<file path="src/rtl/ldpc_layer_sched_ctrl_if.sv">
// ldpc_layer_sched_ctrl_if: control/status bundle between the decoder controller, the CNU/VNU datapath and the layer scheduler
interface ldpc_layer_sched_ctrl_if #(
    parameter int LAYER_NUM = 3,
    parameter int MAX_ITER  = 10
);
    localparam int LW = (LAYER_NUM > 1) ? $clog2(LAYER_NUM) : 1;
    localparam int IW = (MAX_ITER > 1) ? $clog2(MAX_ITER) : 1;

    logic          fsm_en;
    logic          frame_start;
    logic          termination;
    logic          vnu_update_pend;
    logic          layer_finish;
    logic          syndrome_ok;
    logic          frame_ready;
    logic          de_frame_start;
    logic          decode_done;
    logic          early_term;
    logic          v2c_src;
    logic          cnu_rd;
    logic          c2v_mem_we;
    logic          last_layer;
    logic [LW-1:0] layer_idx;
    logic [IW-1:0] iter_idx;
    logic [3:0]    state;

    modport master (
        output fsm_en, frame_start, termination, vnu_update_pend, layer_finish, syndrome_ok,
        input  frame_ready, de_frame_start, decode_done, early_term, v2c_src, cnu_rd,
               c2v_mem_we, last_layer, layer_idx, iter_idx, state
    );

    modport slave (
        input  fsm_en, frame_start, termination, vnu_update_pend, layer_finish, syndrome_ok,
        output frame_ready, de_frame_start, decode_done, early_term, v2c_src, cnu_rd,
               c2v_mem_we, last_layer, layer_idx, iter_idx, state
    );
endinterface

</file>
<file path="src/rtl/ldpc_layer_sched_ctrl.sv">
// ldpc_layer_sched_ctrl: layered LDPC decoding sequencer (fetch, CNU, write-back, early termination)
module ldpc_layer_sched_ctrl #(
    parameter int LAYER_NUM          = 3,
    parameter int MAX_ITER           = 10,
    parameter int RESET_CYCLE        = 100,
    parameter int MEM_RD_LEVEL       = 2,
    parameter int CNU_PIPELINE_LEVEL = 4,
    parameter int PERMUTATION_LEVEL  = 2,
    parameter int PAGE_ALIGN_LEVEL   = 1,
    parameter bit EARLY_TERM_EN      = 1'b1
) (
    input logic                   read_clk,
    input logic                   rstn,
    ldpc_layer_sched_ctrl_if.slave bus
);
    localparam int LW = (LAYER_NUM > 1) ? $clog2(LAYER_NUM) : 1;
    localparam int IW = (MAX_ITER > 1) ? $clog2(MAX_ITER) : 1;
    localparam int RW = (RESET_CYCLE > 0) ? $clog2(RESET_CYCLE + 1) : 1;

    // Stage counter reload values: the counter runs from N-1 down to 0 over an N-cycle state
    localparam int LD_MRD = MEM_RD_LEVEL - 1;
    localparam int LD_CNU = CNU_PIPELINE_LEVEL - 2;
    localparam int LD_BS  = PERMUTATION_LEVEL - 1;
    localparam int LD_PA  = (PAGE_ALIGN_LEVEL > 0) ? PAGE_ALIGN_LEVEL - 1 : 0;
    localparam int MX_A   = (LD_MRD > LD_CNU) ? LD_MRD : LD_CNU;
    localparam int MX_B   = (LD_BS > LD_PA) ? LD_BS : LD_PA;
    localparam int MX     = (MX_A > MX_B) ? MX_A : MX_B;
    localparam int CW     = (MX > 0) ? $clog2(MX + 1) : 1;

    typedef enum logic [3:0] {
        S_IDLE       = 4'd0,
        S_MEM_FETCH  = 4'd1,
        S_VNU_PEND   = 4'd2,
        S_CNU_PIPE   = 4'd3,
        S_CNU_OUT    = 4'd4,
        S_BS_WB      = 4'd5,
        S_PAGE_ALIGN = 4'd6,
        S_MEM_WB     = 4'd7,
        S_LAYER_WAIT = 4'd8,
        S_DONE       = 4'd9
    } state_t;

    state_t        state_q;
    logic [CW-1:0] cnt_q;
    logic [LW-1:0] layer_q;
    logic [IW-1:0] iter_q;
    logic [RW-1:0] rst_cnt_q;
    logic          busy_q;
    logic          done_q;
    logic          et_q;

    logic rst_done;
    logic abort;
    logic cnt_last;
    logic is_last_layer;
    logic is_last_iter;
    logic syn_stop;

    assign rst_done      = (rst_cnt_q == RW'(RESET_CYCLE));
    assign abort         = bus.termination || !bus.fsm_en;
    assign cnt_last      = (cnt_q == '0);
    assign is_last_layer = (layer_q == LW'(LAYER_NUM - 1));
    assign is_last_iter  = (iter_q == IW'(MAX_ITER - 1));
    assign syn_stop      = EARLY_TERM_EN && bus.syndrome_ok;

    // Count cycles since reset release, saturating once the reset window has elapsed
    always_ff @(posedge read_clk or negedge rstn) begin
        if (!rstn) begin
            rst_cnt_q <= '0;
        end else if (!rst_done) begin
            rst_cnt_q <= rst_cnt_q + RW'(1);
        end
    end

    // Layer/iteration sequencer; abort (termination or fsm_en low) overrides every transition
    always_ff @(posedge read_clk or negedge rstn) begin
        if (!rstn) begin
            state_q <= S_IDLE;
            cnt_q   <= '0;
            layer_q <= '0;
            iter_q  <= '0;
            busy_q  <= 1'b0;
            done_q  <= 1'b0;
            et_q    <= 1'b0;
        end else begin
            done_q <= 1'b0;
            et_q   <= 1'b0;
            if (abort) begin
                state_q <= S_IDLE;
                cnt_q   <= '0;
                layer_q <= '0;
                iter_q  <= '0;
                busy_q  <= 1'b0;
            end else begin
                case (state_q)
                    S_IDLE: begin
                        if (bus.frame_start && rst_done) begin
                            state_q <= S_MEM_FETCH;
                            cnt_q   <= CW'(LD_MRD);
                            layer_q <= '0;
                            iter_q  <= '0;
                            busy_q  <= 1'b1;
                        end
                    end
                    S_MEM_FETCH: begin
                        if (!cnt_last) begin
                            cnt_q <= cnt_q - CW'(1);
                        end else if (bus.vnu_update_pend) begin
                            state_q <= S_VNU_PEND;
                        end else begin
                            state_q <= S_CNU_PIPE;
                            cnt_q   <= CW'(LD_CNU);
                        end
                    end
                    S_VNU_PEND: begin
                        if (!bus.vnu_update_pend) begin
                            state_q <= S_CNU_PIPE;
                            cnt_q   <= CW'(LD_CNU);
                        end
                    end
                    S_CNU_PIPE: begin
                        if (!cnt_last) begin
                            cnt_q <= cnt_q - CW'(1);
                        end else begin
                            state_q <= S_CNU_OUT;
                        end
                    end
                    S_CNU_OUT: begin
                        state_q <= S_BS_WB;
                        cnt_q   <= CW'(LD_BS);
                    end
                    S_BS_WB: begin
                        if (!cnt_last) begin
                            cnt_q <= cnt_q - CW'(1);
                        end else if (PAGE_ALIGN_LEVEL > 0) begin
                            state_q <= S_PAGE_ALIGN;
                            cnt_q   <= CW'(LD_PA);
                        end else begin
                            state_q <= S_MEM_WB;
                        end
                    end
                    S_PAGE_ALIGN: begin
                        if (!cnt_last) begin
                            cnt_q <= cnt_q - CW'(1);
                        end else begin
                            state_q <= S_MEM_WB;
                        end
                    end
                    S_MEM_WB: begin
                        state_q <= S_LAYER_WAIT;
                    end
                    S_LAYER_WAIT: begin
                        if (bus.layer_finish) begin
                            if (!is_last_layer) begin
                                state_q <= S_MEM_FETCH;
                                cnt_q   <= CW'(LD_MRD);
                                layer_q <= layer_q + LW'(1);
                            end else if (syn_stop || is_last_iter) begin
                                state_q <= S_DONE;
                                done_q  <= 1'b1;
                                et_q    <= syn_stop;
                            end else begin
                                state_q <= S_MEM_FETCH;
                                cnt_q   <= CW'(LD_MRD);
                                layer_q <= '0;
                                iter_q  <= iter_q + IW'(1);
                            end
                        end
                    end
                    S_DONE: begin
                        state_q <= S_IDLE;
                        layer_q <= '0;
                        iter_q  <= '0;
                        busy_q  <= 1'b0;
                    end
                    default: begin
                        state_q <= S_IDLE;
                        cnt_q   <= '0;
                        layer_q <= '0;
                        iter_q  <= '0;
                        busy_q  <= 1'b0;
                    end
                endcase
            end
        end
    end

    assign bus.frame_ready    = rst_done && (state_q == S_IDLE);
    assign bus.de_frame_start = busy_q;
    assign bus.decode_done    = done_q;
    assign bus.early_term     = et_q;
    assign bus.v2c_src        = (state_q == S_MEM_FETCH) && cnt_last;
    assign bus.cnu_rd         = (state_q == S_CNU_PIPE) || (state_q == S_CNU_OUT);
    assign bus.c2v_mem_we     = (state_q == S_MEM_WB);
    assign bus.last_layer     = is_last_layer;
    assign bus.layer_idx      = layer_q;
    assign bus.iter_idx       = iter_q;
    assign bus.state          = state_q;
endmodule
</file>
<file path="src/flat_wrapper.sv">
// flat-port wrapper written by rule: the top's interface ports become plain ports
module ldpc_layer_sched_ctrl_flat 
#(
    parameter int LAYER_NUM          = 3,
    parameter int MAX_ITER           = 10,
    parameter int RESET_CYCLE        = 100,
    parameter int MEM_RD_LEVEL       = 2,
    parameter int CNU_PIPELINE_LEVEL = 4,
    parameter int PERMUTATION_LEVEL  = 2,
    parameter int PAGE_ALIGN_LEVEL   = 1,
    parameter bit EARLY_TERM_EN      = 1'b1
)
  (read_clk, rstn, bus_fsm_en, bus_frame_start, bus_termination, bus_vnu_update_pend, bus_layer_finish, bus_syndrome_ok, bus_frame_ready, bus_de_frame_start, bus_decode_done, bus_early_term, bus_v2c_src, bus_cnu_rd, bus_c2v_mem_we, bus_last_layer, bus_layer_idx, bus_iter_idx, bus_state);
  ldpc_layer_sched_ctrl_if #(.LAYER_NUM(LAYER_NUM), .MAX_ITER(MAX_ITER)) bus_i ();
  input logic read_clk;
  input logic rstn;
  input wire logic [$bits(bus_i.fsm_en)-1:0] bus_fsm_en;
  input wire logic [$bits(bus_i.frame_start)-1:0] bus_frame_start;
  input wire logic [$bits(bus_i.termination)-1:0] bus_termination;
  input wire logic [$bits(bus_i.vnu_update_pend)-1:0] bus_vnu_update_pend;
  input wire logic [$bits(bus_i.layer_finish)-1:0] bus_layer_finish;
  input wire logic [$bits(bus_i.syndrome_ok)-1:0] bus_syndrome_ok;
  output wire logic [$bits(bus_i.frame_ready)-1:0] bus_frame_ready;
  output wire logic [$bits(bus_i.de_frame_start)-1:0] bus_de_frame_start;
  output wire logic [$bits(bus_i.decode_done)-1:0] bus_decode_done;
  output wire logic [$bits(bus_i.early_term)-1:0] bus_early_term;
  output wire logic [$bits(bus_i.v2c_src)-1:0] bus_v2c_src;
  output wire logic [$bits(bus_i.cnu_rd)-1:0] bus_cnu_rd;
  output wire logic [$bits(bus_i.c2v_mem_we)-1:0] bus_c2v_mem_we;
  output wire logic [$bits(bus_i.last_layer)-1:0] bus_last_layer;
  output wire logic [$bits(bus_i.layer_idx)-1:0] bus_layer_idx;
  output wire logic [$bits(bus_i.iter_idx)-1:0] bus_iter_idx;
  output wire logic [$bits(bus_i.state)-1:0] bus_state;
  assign bus_i.fsm_en = bus_fsm_en;
  assign bus_i.frame_start = bus_frame_start;
  assign bus_i.termination = bus_termination;
  assign bus_i.vnu_update_pend = bus_vnu_update_pend;
  assign bus_i.layer_finish = bus_layer_finish;
  assign bus_i.syndrome_ok = bus_syndrome_ok;
  assign bus_frame_ready = bus_i.frame_ready;
  assign bus_de_frame_start = bus_i.de_frame_start;
  assign bus_decode_done = bus_i.decode_done;
  assign bus_early_term = bus_i.early_term;
  assign bus_v2c_src = bus_i.v2c_src;
  assign bus_cnu_rd = bus_i.cnu_rd;
  assign bus_c2v_mem_we = bus_i.c2v_mem_we;
  assign bus_last_layer = bus_i.last_layer;
  assign bus_layer_idx = bus_i.layer_idx;
  assign bus_iter_idx = bus_i.iter_idx;
  assign bus_state = bus_i.state;
  ldpc_layer_sched_ctrl #(.LAYER_NUM(LAYER_NUM), .MAX_ITER(MAX_ITER), .RESET_CYCLE(RESET_CYCLE), .MEM_RD_LEVEL(MEM_RD_LEVEL), .CNU_PIPELINE_LEVEL(CNU_PIPELINE_LEVEL), .PERMUTATION_LEVEL(PERMUTATION_LEVEL), .PAGE_ALIGN_LEVEL(PAGE_ALIGN_LEVEL), .EARLY_TERM_EN(EARLY_TERM_EN)) u_core (.read_clk(read_clk), .rstn(rstn), .bus(bus_i));
endmodule
</file>
<file path="config.mk">
export PLATFORM = sky130hd
export DESIGN_NAME = ldpc_layer_sched_ctrl_flat
export DESIGN_NICKNAME = d
export VERILOG_FILES = /design/src/rtl/ldpc_layer_sched_ctrl_if.sv /design/src/rtl/ldpc_layer_sched_ctrl.sv /design/src/flat_wrapper.sv
export SDC_FILE = /design/constraint.sdc
export NUM_CORES = 1
export LEC_CHECK = 0
export ABC_AREA = 1
export ABC_CLOCK_PERIOD_IN_PS = 3300
export BUFFER_PORTS_ARGS = -buffer_cell sky130_fd_sc_hd__buf_4
export CAP_MARGIN = 20
export CORE_MARGIN = 5
export CORE_UTILIZATION = 55
export DETAILED_ROUTE_END_ITERATION = 12
export MAX_ROUTING_LAYER = met4
export PLACE_DENSITY = 0.79
export SLEW_MARGIN = 20
export SYNTH_ARGS = -nofsm -noshare
export SYNTH_HDL_FRONTEND = slang
export SYNTH_SLANG_ARGS = --single-unit
export TNS_END_PERCENT = 10
</file>
<file path="constraint.sdc">
create_clock -name read_clk -period 3.3 [get_ports read_clk]
set_clock_uncertainty 0.05 [all_clocks]
set_input_delay 0.825 -clock read_clk [delete_from_list [all_inputs] [get_ports read_clk]]
set_output_delay 0.825 -clock read_clk [all_outputs]
set_load 0.01 [all_outputs]
</file>
# After elaboration in Yosys (flattened, before gate mapping)
# Index checks and enable logic that the tools add are counted.
# classes
eq_ne,26
reduce_logical,18
add_sub_neg,4
muxes,47
# op_table
operator,count
4-bit two-way mux,15
4-bit case mux with 9 select lines,1
2-bit two-way mux,14
"4-bit by 3-bit == test with 1-bit output, second input constant",4
2-bit case mux with 8 select lines,1
"3-bit by 1-bit != test with 1-bit output, second input constant",5
"3-bit by 2-bit != test with 1-bit output, second input constant",5
1-bit two-way mux,13
"4-bit == test, second input constant",3
4-bit case mux with 3 select lines,1
5-bit AND reduction,2
"4-bit by 2-bit == test with 1-bit output, second input constant",2
8-bit OR reduction,1
"7-bit by 1-bit adder with 7-bit output, second input constant",1
"7-bit == test, second input constant",1
7-bit AND reduction,1
7-bit OR reduction,1
"2-bit by 1-bit != test with 1-bit output, second input constant",3
2-bit case mux with 3 select lines,1
"4-bit by 1-bit adder with 4-bit output, second input constant",1
"4-bit by 1-bit == test with 1-bit output, second input constant",1
4-bit logical NOT,1
"4-bit by 3-bit != test with 1-bit output, second input constant",1
4-bit AND reduction,1
10 further kinds,15
# word_totals
out_inout_bits,18
regBits,22
elab_cells,103

# Longest topological paths before layout
# depth
word_depth,7
depth_mapped,11
depth_no_buf,11

# Least setup slack after synthesis
# No wires, ideal clock.
# synth_path
path_type,reg2out
from,register u_core.rst_cnt_q[0]
to,output bus_frame_ready
arrival_ps,1052
setup_slack_ps,1373
n_path_buf,0
path_stages_with_launch,7
path_cell_list,dfrtp_1 > inv_1 > ha_1 > nand2_1 > nor2_1 > nand2_1 > nor2_1
# synth_via
elab_chain_len,2
# synth_lines
item,line,text
from (decl),ldpc_layer_sched_ctrl.sv:47,logic [RW-1:0] rst_cnt_q;
from (signal assigned),ldpc_layer_sched_ctrl.sv:71,rst_cnt_q <= rst_cnt_q + RW'(1);
7-bit == test,ldpc_layer_sched_ctrl.sv:59,assign rst_done = (rst_cnt_q == RW'(RESET_CYCLE));
1-bit logical AND,ldpc_layer_sched_ctrl.sv:188,assign bus.frame_ready = rst_done && (state_q == S_IDLE);
to (decl),flat_wrapper.sv:23,output wire logic [$bits(bus_i.frame_ready)-1:0] bus_frame_ready;
# Every way passes these cells.

# Worst setup path in the final report
# Same ends and word-level chain as after synthesis.

==> reports/results.txt <==
Register area share after synthesis = 36.9%
CTS clk-pin slew, worst paths = 0.13 ns
Core Area = 2540 µm²
Cell area after synthesis = 1490 µm²
Least-Margin Pin Slew = 0.349 ns
GRT Resource Usage Total = 18.9%
Met1 Use GR = 25.8%
Place WS = 1.22 ns
Adder-cell share of the synthesized area = 5.86%
Post-DRT Antenna Nets = 0
Share of cells above drive strength 1 = 18.0%
Xor and xnor area share after synthesis = 4.10%
Number of port buffers = 25
CTS root buffer = clkbuf_4
Post-synth EDFFs = 0
Synth warn = 0
Tot Pwr = 0.547 mW
Vias per std cell = 5.19
Tmin final = 2.42 ns
Vias = 1423
Endpoints failing setup = 0
Commonest non-fill, non-tap cell in the layout = nand2_1
Net Sw Frac = 30.4%
Largest net degree at the start of global routing = 23
H-tree depth = 1
Post-synthesis async set-or-reset flop share = 100%
Drt first pass iters = 4
DR iter-0 viols = 96
Num CTS Buffers = 3
PwrDens = 311 nW/µm²
Initial antenna violation count = 0
M2 GR Usage = 28.6%
Critical Path Start Type = flip-flop
Drt wl/cell = 12.4 µm
IO Pins = 26
Logic pwr share = 19.2%
R2R Setup Slk = 1.62 ns
Routed WL = 3390 µm
Ys flop type = dfrtp_1
Clock latency on the worst-skew pair = 0.32 ns
CP Data Required Time = 2.42 ns
Setup ws final = 0.878 ns
Die span in x = 62.1 µm
DRC = 0
Kind of critical path = flip-flop to output port
Leakage = 0.977 nW
Worst setup EP type = output port
Row cnt = 18
Peak Freq = 413 MHz
Reg2reg path depth = 10
GRT overflow = 0
Final Net Count = 260
Outcome = finished clean
Net Count, Synth = 230
Vias in the first global route = 1354
Final slew viol count = 0
Maximum vdd drop = 0.000299 V
CTS tree = built
Cell variety after synth = 22
Post-synthesis simple-gate area fraction = 35.8%
Compound-cell area share of the yosys netlist = 8.54%
Psw = 0.166 mW
Met3 GRT Util = 4.32%
Post-synthesis register bit count = 22
Layer with the highest usage = met2
Hold buffers post-CTS = 0
Worst rel slew slack = 76.6%
Setup Fix Bufs, Post-CTS = 0
CTS-repair resized insts = 0
Max Buffers Root-to-Sink = 2
Die height = 62.1 µm
Final hold violation count = 0
DP Wirelength = 2620 µm
Clock sinks = 22
First-pass GRT wire length = 6030 µm
Clock power share = 28.7%
Final Cycle Share = 73.4%
Sequential Power Share = 52.2%
Worst Path Arrival = 1.55 ns
Most frequent cells in the layout = 60 x nand2_1, 30 x inv_1, 26 x buf_4, 24 x nor2_1, 22 x dfrtp_1
HP Class = input pin to async pin
Inserted Diodes = 0
Post-synthesis mux area share = 0%
Max_cap viols = 0
Setup TNS Final = 0 ns
Fin Hold WS = 0.315 ns
Layout area overhead = 17.7%
Starting Density = 58.7%
Pint = 0.381 mW
Crit-path max FO = 6
Syn Area/Cell = 6.95 µm²
Largest family of logic cells by synthesized area = simple AND/OR/NAND/NOR gates
Die area = 3860 µm²
Filler cells = 230
Gpl congestion = 0.917
RSZ-0062 raised after global routing = false
Post-Syn Instances = 215
[synthesized netlist by cell type (all sizes together), types with 2 or more instances]
| master | count | area (µm²) |
|---|---|---|
| nor3 | 4 | 20.0 |
| dfrtp | 22 | 551 |
| or2 | 2 | 12.5 |
| nor2 | 29 | 141 |
| o21ai | 18 | 93.8 |
| nand2 | 64 | 250 |
| a21oi | 4 | 20.0 |
| nand3 | 17 | 85.1 |
| xor2 | 6 | 52.6 |
| ha | 7 | 87.6 |
| nand4 | 4 | 25.0 |
| inv | 34 | 128 |
[worst max-delay path: stages (launching register included)]
cell and delay (ns):
dfrtp_1 0.43, inv_1 0.09, ha_1 0.15, nand2_1 0.05
nor2_1 0.11, nand2_1 0.15, nor2_1 0.12, buf_4 0.13
[registers in the layout (all words and copies together), names as in the netlist]
register / cells
u_core.bus.de_frame_start: 1
u_core.bus.decode_done: 1
u_core.bus.early_term: 1
u_core.bus.iter_idx: 4
u_core.bus.layer_idx: 2
u_core.bus.state: 4
u_core.cnt_q: 2
u_core.rst_cnt_q: 7
[routing by layer]
layer / part of all wire (%) / vias up
met2: 46 / 42
met5: 0 / -
li1: - / 736
met1: 47 / 640
met3: 6.2 / 5
met4: 0.85 / 0
[logic make-up (layout without fill, tap and decap cells)]
kind of cell / after synthesis / count (layout)
AND/OR/NAND/NOR: 120 / 120
buffers and inverters: 35 / 64
AO/OA/AOI/OAI: 24 / 24
flip-flops: 22 / 22
adder cells (fa/ha/maj): 7 / 7
XOR/XNOR: 7 / 7
[worst paths after layout]
path | from | end
min in group read_clk | u_core.rst_cnt_q[6] | u_core.rst_cnt_q[6]
worst max-delay path | u_core.rst_cnt_q[0] | bus_frame_ready
worst max register to register | u_core.rst_cnt_q[0] | u_core.cnt_q[0]
worst min register to register | u_core.rst_cnt_q[6] | u_core.rst_cnt_q[6]
worst min-delay path | rstn | u_core.bus.iter_idx[1]
max in group asynchronous | rstn | u_core.cnt_q[0]
[through the flow]
step / cells / utilization, % / cell area, µm²
2_1_floorplan: 215 / - / 1490
3_3_place_gp: 270 / 67.7 / 1720
3_5_place_dp: 270 / 67.7 / 1720
4_1_cts: 274 / 69.1 / 1760
6_report: 274 / 69.1 / 1760
5_1_grt: 274 / 69.1 / 1760
[final cells by class]
type	count	area, µm²	share of cell area (%)
Tap cell	30	37.5	2.14
Sequential cell	22	551	31.3
Multi-Input combinational cell	158	811	46.1
Inverter	34	128	7.26
Timing Repair Buffer	26	195	11.1
Clock buffer	4	36.3	2.06
[power groups by stage]
stage | registers [mW] | clock network, mW | logic (mW)
after global placement | 0.290 | 0 | 0.103
after detailed placement | 0.290 | 0 | 0.104
after CTS | 0.285 | 0.159 | 0.105
final | 0.285 | 0.157 | 0.105
after floorplan | 0.291 | 0 | 0.0629
after global routing | 0.287 | 0.172 | 0.119
(Power assumes the default switching activity.)
